<file path="config.mk">
export PLATFORM = sky130hd
export DESIGN_NAME = rcdp_level_scaler
export DESIGN_NICKNAME = d
export VERILOG_FILES = /design/src/rtl/rcdp_level_scaler.sv
export SDC_FILE = /design/constraint.sdc
export NUM_CORES = 1
export LEC_CHECK = 0
export CAP_MARGIN = 10
export CORE_ASPECT_RATIO = 0.6
export CORE_MARGIN = 2
export CORE_UTILIZATION = 43
export DETAILED_ROUTE_END_ITERATION = 7
export GPL_TIMING_DRIVEN = 0
export PLACE_DENSITY = 0.66
export SLEW_MARGIN = 20
export SYNTH_ARGS = -nofsm -noshare
export SYNTH_HDL_FRONTEND = slang
export SYNTH_SLANG_ARGS = --single-unit
</file>
<file path="constraint.sdc">
create_clock -name clki -period 9.25 [get_ports clki]
set_input_delay 1.85 -clock clki [delete_from_list [all_inputs] [get_ports clki]]
set_output_delay 1.85 -clock clki [all_outputs]
set_load 0.01 [all_outputs]
</file>
<file path="src/rtl/rcdp_level_scaler.sv">
// Turns raw RC-discharge counts into a calibrated 0..15 pot level: moving average,
// running min/max auto-calibration, then a bit-serial restoring divide.
module rcdp_level_scaler #(
   parameter int AVG_LOG2 = 2,
   parameter int SAMPLE_W = 32
) (
   input  logic                clki,
   input  logic                resetn,
   input  logic                sample_valid,
   input  logic [SAMPLE_W-1:0] sample,
   input  logic                cal_clear,
   output logic [3:0]          level,
   output logic                level_valid,
   output logic [SAMPLE_W-1:0] avg,
   output logic [SAMPLE_W-1:0] cal_min,
   output logic [SAMPLE_W-1:0] cal_max,
   output logic                busy,
   output logic                overrun
);

   localparam int WIN   = 1 << AVG_LOG2;
   localparam int SUM_W = SAMPLE_W + AVG_LOG2;
   localparam int NUM_W = SAMPLE_W + 4;
   localparam int DEN_W = SAMPLE_W + 1;
   localparam int CNT_W = $clog2(NUM_W);
   localparam logic [AVG_LOG2:0] FILL_FULL = (AVG_LOG2 + 1)'(WIN);

   typedef enum logic [2:0] {S_IDLE, S_ACCUM, S_CAL, S_DIVIDE, S_DONE} state_t;

   state_t               state_q, state_d;
   logic [SAMPLE_W-1:0]  smp_q, smp_d;
   logic [SAMPLE_W-1:0]  win_q [WIN];
   logic [SAMPLE_W-1:0]  win_d [WIN];
   logic [AVG_LOG2-1:0]  ptr_q, ptr_d;
   logic [AVG_LOG2:0]    fill_q, fill_d;
   logic [SUM_W-1:0]     sum_q, sum_d;
   logic [SAMPLE_W-1:0]  avg_q, avg_d;
   logic [SAMPLE_W-1:0]  min_q, min_d;
   logic [SAMPLE_W-1:0]  max_q, max_d;
   logic [3:0]           level_q, level_d;
   logic                 lv_q, lv_d;
   logic                 ovr_q, ovr_d;
   logic [NUM_W-1:0]     num_q, num_d;
   logic [DEN_W-1:0]     den_q, den_d;
   logic [DEN_W-1:0]     rem_q, rem_d;
   logic [CNT_W-1:0]     cnt_q, cnt_d;

   logic [SAMPLE_W-1:0]  avg_new, min_new, max_new;
   logic [DEN_W:0]       rem_shift;
   logic [DEN_W-1:0]     rem_sub;
   logic                 q_bit;

   always_ff @(posedge clki) begin
      if (!resetn) state_q <= S_IDLE;
      else         state_q <= state_d;
   end

   always_comb begin
      state_d = state_q;
      if (cal_clear) begin
         state_d = S_IDLE;
      end else begin
         case (state_q)
            S_IDLE:   if (sample_valid) state_d = S_ACCUM;
            S_ACCUM:  state_d = S_CAL;
            S_CAL:    state_d = (fill_q == FILL_FULL) ? S_DIVIDE : S_IDLE;
            S_DIVIDE: if (cnt_q == '0) state_d = S_DONE;
            S_DONE:   state_d = S_IDLE;
            default:  state_d = S_IDLE;
         endcase
      end
   end

   // Calibration uses the freshly computed average, so min/max and the divider
   // operands are all derived from the same value in the CAL cycle.
   always_comb begin
      avg_new   = SAMPLE_W'(sum_q >> AVG_LOG2);
      min_new   = (avg_new < min_q) ? avg_new : min_q;
      max_new   = (avg_new > max_q) ? avg_new : max_q;
      rem_shift = {rem_q, num_q[NUM_W-1]};
      q_bit     = (rem_shift >= {1'b0, den_q});
      rem_sub   = rem_shift[DEN_W-1:0] - den_q;
   end

   always_comb begin
      smp_d   = smp_q;
      win_d   = win_q;
      ptr_d   = ptr_q;
      fill_d  = fill_q;
      sum_d   = sum_q;
      avg_d   = avg_q;
      min_d   = min_q;
      max_d   = max_q;
      level_d = level_q;
      lv_d    = 1'b0;
      ovr_d   = ovr_q;
      num_d   = num_q;
      den_d   = den_q;
      rem_d   = rem_q;
      cnt_d   = cnt_q;
      if (cal_clear) begin
         for (int i = 0; i < WIN; i++) win_d[i] = '0;
         ptr_d  = '0;
         fill_d = '0;
         sum_d  = '0;
         min_d  = '1;
         max_d  = '0;
         ovr_d  = 1'b0;
      end else begin
         if (sample_valid && state_q != S_IDLE) ovr_d = 1'b1;
         case (state_q)
            S_IDLE: if (sample_valid) smp_d = sample;
            S_ACCUM: begin
               sum_d        = sum_q - SUM_W'(win_q[ptr_q]) + SUM_W'(smp_q);
               win_d[ptr_q] = smp_q;
               ptr_d        = ptr_q + 1'b1;
               if (fill_q != FILL_FULL) fill_d = fill_q + 1'b1;
            end
            S_CAL: begin
               avg_d = avg_new;
               if (fill_q == FILL_FULL) begin
                  min_d = min_new;
                  max_d = max_new;
                  num_d = {avg_new - min_new, 4'b0000};
                  den_d = {1'b0, max_new} - {1'b0, min_new} + 1'b1;
                  rem_d = '0;
                  cnt_d = CNT_W'(NUM_W - 1);
               end
            end
            S_DIVIDE: begin
               num_d = {num_q[NUM_W-2:0], q_bit};
               rem_d = q_bit ? rem_sub : rem_shift[DEN_W-1:0];
               cnt_d = cnt_q - 1'b1;
            end
            S_DONE: begin
               level_d = num_q[3:0];
               lv_d    = 1'b1;
            end
            default: ;
         endcase
      end
   end

   always_ff @(posedge clki) begin
      if (!resetn) begin
         smp_q <= '0;
         for (int i = 0; i < WIN; i++) win_q[i] <= '0;
         ptr_q   <= '0;
         fill_q  <= '0;
         sum_q   <= '0;
         avg_q   <= '0;
         min_q   <= '1;
         max_q   <= '0;
         level_q <= '0;
         lv_q    <= 1'b0;
         ovr_q   <= 1'b0;
         num_q   <= '0;
         den_q   <= '0;
         rem_q   <= '0;
         cnt_q   <= '0;
      end else begin
         smp_q   <= smp_d;
         win_q   <= win_d;
         ptr_q   <= ptr_d;
         fill_q  <= fill_d;
         sum_q   <= sum_d;
         avg_q   <= avg_d;
         min_q   <= min_d;
         max_q   <= max_d;
         level_q <= level_d;
         lv_q    <= lv_d;
         ovr_q   <= ovr_d;
         num_q   <= num_d;
         den_q   <= den_d;
         rem_q   <= rem_d;
         cnt_q   <= cnt_d;
      end
   end

   assign level       = level_q;
   assign level_valid = lv_q;
   assign avg         = avg_q;
   assign cal_min     = min_q;
   assign cal_max     = max_q;
   assign busy        = (state_q != S_IDLE);
   assign overrun     = ovr_q;

endmodule

</file>
==> impl_metrics.env <==
export IMPL_status="finished, violations left"
export IMPL_violations="DRC"
export IMPL_startpoint_type="flop"
export IMPL_cts_tree="built"
export IMPL_chipHeight_microns=194.5
export IMPL_cp_end_kind="flop"
export IMPL_crit_type="flop to flop"
export IMPL_cap_violations=0
export IMPL_required_ps=9700
export IMPL_max_slew_margin_pct=17.01
export IMPL_fin_tns_setup_ps=0
export IMPL_rsz0062_at_grt="no"
export IMPL_r2r_end="den_q[31]"
export IMPL_grt_max_degree=16
export IMPL_path_depth=22
export IMPL_post_cts_setup_buffers=0
export IMPL_clock_fmax_ghz=0.1128
export IMPL_first_pass_iters=8
export IMPL_hpwl_mm=73.36
export IMPL_synth_area_leaders="dfxtp_1 32%, ha_1 10%, nand2_1 9.6%"
export IMPL_initial_core_util_pct=43.70
export IMPL_timing_hold_ws_ps=452.5
export IMPL_netlist_area_sq_mm=0.02600
export IMPL_path_common_cell="o21ai_0"
export IMPL_globalRouteOverflowTotal=0
export IMPL_r2r_cells=22
export IMPL_ir_drop_v=0.0001076
export IMPL_grt_most_used_layer="met1"
export IMPL_wl_per_cell_microns=21.16
export IMPL_async_reset_ff_share_pct=0
export IMPL_synth_warnings=0
export IMPL_avgViaCountPerCell=5.810
export IMPL_path_clk_slew_ps=60
export IMPL_rows=69
export IMPL_drc=2
export IMPL_grt_first_pass_wirelength_mm=139.4
export IMPL_dieArea_sq_mm=0.06250
export IMPL_worst_path_max_fanout=10
export IMPL_hp_class="flop to flop"
export IMPL_holdCritStartpoint="win_q[27]"
export IMPL_hold_path_depth=2
export IMPL_final_core_util_pct=50.25
export IMPL_boundaryPins=139
export IMPL_insertion_delay_ps=610
export IMPL_r2r_start="sum_q[27]"
export IMPL_path_buf_inv=2
export IMPL_areaGrowthSynthToFinish_pct=14.99
export IMPL_io_buffer_count=137
export IMPL_synth_top_area_share_pct=31.73
export IMPL_synth_area_leader_cell="dfxtp_1"
export IMPL_ys_seq_area_share_pct=31.73
export IMPL_drt_iter0_markers=3049
export IMPL_setup_viol=0
export IMPL_grt_use_met3_pct=10.77
export IMPL_cp_cell_sequence="ha_1 > nand4_1 > nor4_2 > nand3_1 > o21ai_1 > nand2_1 > clkbuf_1 > clkbuf_1 > o21ai_0 > ha_1 > fa_1 > a21oi_1 > o21bai_1 > a211oi_1 > o21ai_0 > a2111oi_0 > nor3_2 > a21oi_1 > o21ai_0 > o41ai_1 > xor2_1 > o22ai_1"
export IMPL_fp_coreArea_sq_mm=0.05948
export IMPL_r2r_setup_slack_ps=390
export IMPL_antenna_found_initial=0
export IMPL_synthCells=3375
export IMPL_period_needed_ps=8862
export IMPL_synth_edff_count=0
export IMPL_worstMarginPinSlew_ps=1239
export IMPL_syn_avg_cell_area_sq_um=7.703
export IMPL_netlist_cell_type_count=81
export IMPL_use_met2_pct=34.12
export IMPL_cts_repair_resized=0
export IMPL_clock_skew_ps=34.30
export IMPL_ys_flop_type="dfxtp_1"
export IMPL_ys_ff_latch=412
export IMPL_place_congestion=0.9815
export IMPL_hold_viol=0
export IMPL_worst_endpoint_arrival_ps=9310
export IMPL_finalCritPeriodShare_pct=95.81
export IMPL_grtUsageMet1_pct=47.52
export IMPL_grt_usage_pct=28.87
export IMPL_p_per_area_mw_per_mm2=161.8
export IMPL_htree_levels=2
export IMPL_slowest_delay_ps=760
export IMPL_cts_root_buf="clkbuf_16"
export IMPL_drive_above_1_share_pct=3.844
export IMPL_place_area_sq_mm=0.02836
export IMPL_hold_buffers=0
export IMPL_clockBufferDepth=3
export IMPL_antenna_left=0
export IMPL_numCtsBuffers=42
export IMPL_vias=25400
export IMPL_synth_nets=3658
export IMPL_worstHoldEndpoint="win_q[27]"
export IMPL_post_route_cell_area_sq_mm=0.02989
export IMPL_nets=3840
export IMPL_critPathSlowestCell="o21ai_1"
export IMPL_cts_sinks=412
export IMPL_slew_viol_final=0
export IMPL_leakage_uw=0.01185
export IMPL_totalWireLength_mm=92.52
export IMPL_crit_family="compound AO/OA/AOI/OAI gates"
export IMPL_first_global_vias=22520
export IMPL_fp_dieW_microns=321.4
[through the flow]
step           cells  setup WS, ps  total power (uW)
6_report        4372         387.6              4838
4_1_cts         4371         749.0              4786
2_1_floorplan   3375          3430              2570
3_5_place_dp    4294         836.0              2883
3_3_place_gp    4293         826.8              2881
5_1_grt         4371         89.43              5019
[state kept, by name, summed over array words and instances, names as in the netlist, 3 cells and up]
| signal | cells |
|---|---|
| win_q | 128 |
| num_q | 36 |
| sum_q | 34 |
| den_q | 33 |
| rem_q | 33 |
| avg | 32 |
| cal_max | 32 |
| cal_min | 32 |
| smp_q | 32 |
| cnt_q | 6 |
| level | 4 |
| fill_q | 3 |
| state_q | 3 |
[metal layers]
metal	vias to the layer above	share of wire [%]	wire (microns)
met4	2	1.5	1349
met1	11920	50	46310
met2	1375	34	31520
met3	87	14	13230
met5	-	0.12	115
li1	12020	-	-
[where the power goes]
group / switching (uW) / total (uW) / internal, uW / leakage, uW
registers: 25.6 / 1810 / 1790 / 0.00332
logic: 714 / 1100 / 383 / 0.00780
clock network: 816 / 1930 / 1110 / 0.000733
[worst max path at each step]
stage                from        end  slack [ps]
6_report        sum_q[27]  den_q[31]         390
5_1_grt        cal_max[1]  den_q[31]          90
4_1_cts         sum_q[27]  den_q[31]         750
3_5_place_dp    sum_q[27]  den_q[31]         840
3_3_place_gp    sum_q[27]  den_q[31]         830
2_1_floorplan  cal_max[1]  den_q[31]        3430
[cells in the final DEF (no fill, tap or decap), types with 35 or more instances in the layout]
master / n
a211oi_1: 35
a21o_1: 55
a21oi_1: 447
clkbuf_1: 165
clkbuf_16: 42
clkdlybuf4s50_1: 137
dfxtp_1: 412
fa_1: 35
ha_1: 212
inv_1: 268
mux2i_1: 66
nand2_1: 668
nand3_1: 54
nor2_1: 207
nor3_1: 41
o211ai_1: 43
o21ai_0: 166
xnor2_1: 65
[synth_stat cells (all sizes together) (42+ instances only)]
cell type  count
nand2        668
mux2i         66
o21ai        177
clkbuf       154
nand3         54
a21oi        447
ha           212
a21o          55
nor2         208
inv          271
dfxtp        412
xnor2         65
o211ai        43
nor3          42
[worst register-to-register path, stage by stage, from the launching register on]
cell	delay [ps]
dfxtp_1	450
ha_1	390
nand4_1	260
nor4_2	740
nand3_1	420
o21ai_1	760
nand2_1	230
clkbuf_1	470
clkbuf_1	400
o21ai_0	400
ha_1	350
fa_1	490
a21oi_1	190
o21bai_1	140
a211oi_1	460
o21ai_0	200
a2111oi_0	710
nor3_2	300
a21oi_1	320
o21ai_0	190
o41ai_1	400
xor2_1	320
o22ai_1	130
[logic make-up after synthesis]
family          count (synthesis)  synth area share (%)
flops                         412                 31.73
fa+ha+maj                     253                 13.14
xor+xnor                       99                 3.335
mux                            98                 5.314
buf+inv                       449                 6.531
simple gates                 1112                 18.04
compound gates                952                 21.91
[layout make-up]
cell class | instances | area, sq um
multi-input combinational | 2514 | 16070
antenna | 1 | 2.502
inverter | 271 | 1017
tap | 781 | 977.2
buffer | 178 | 680.7
fill | 5695 | 29590
clock buffer | 58 | 1161
timing repair buffer | 138 | 1379
clock inverter | 19 | 356.6
sequential | 412 | 8248
No activity file was read; power rests on OpenSTA's default activity.
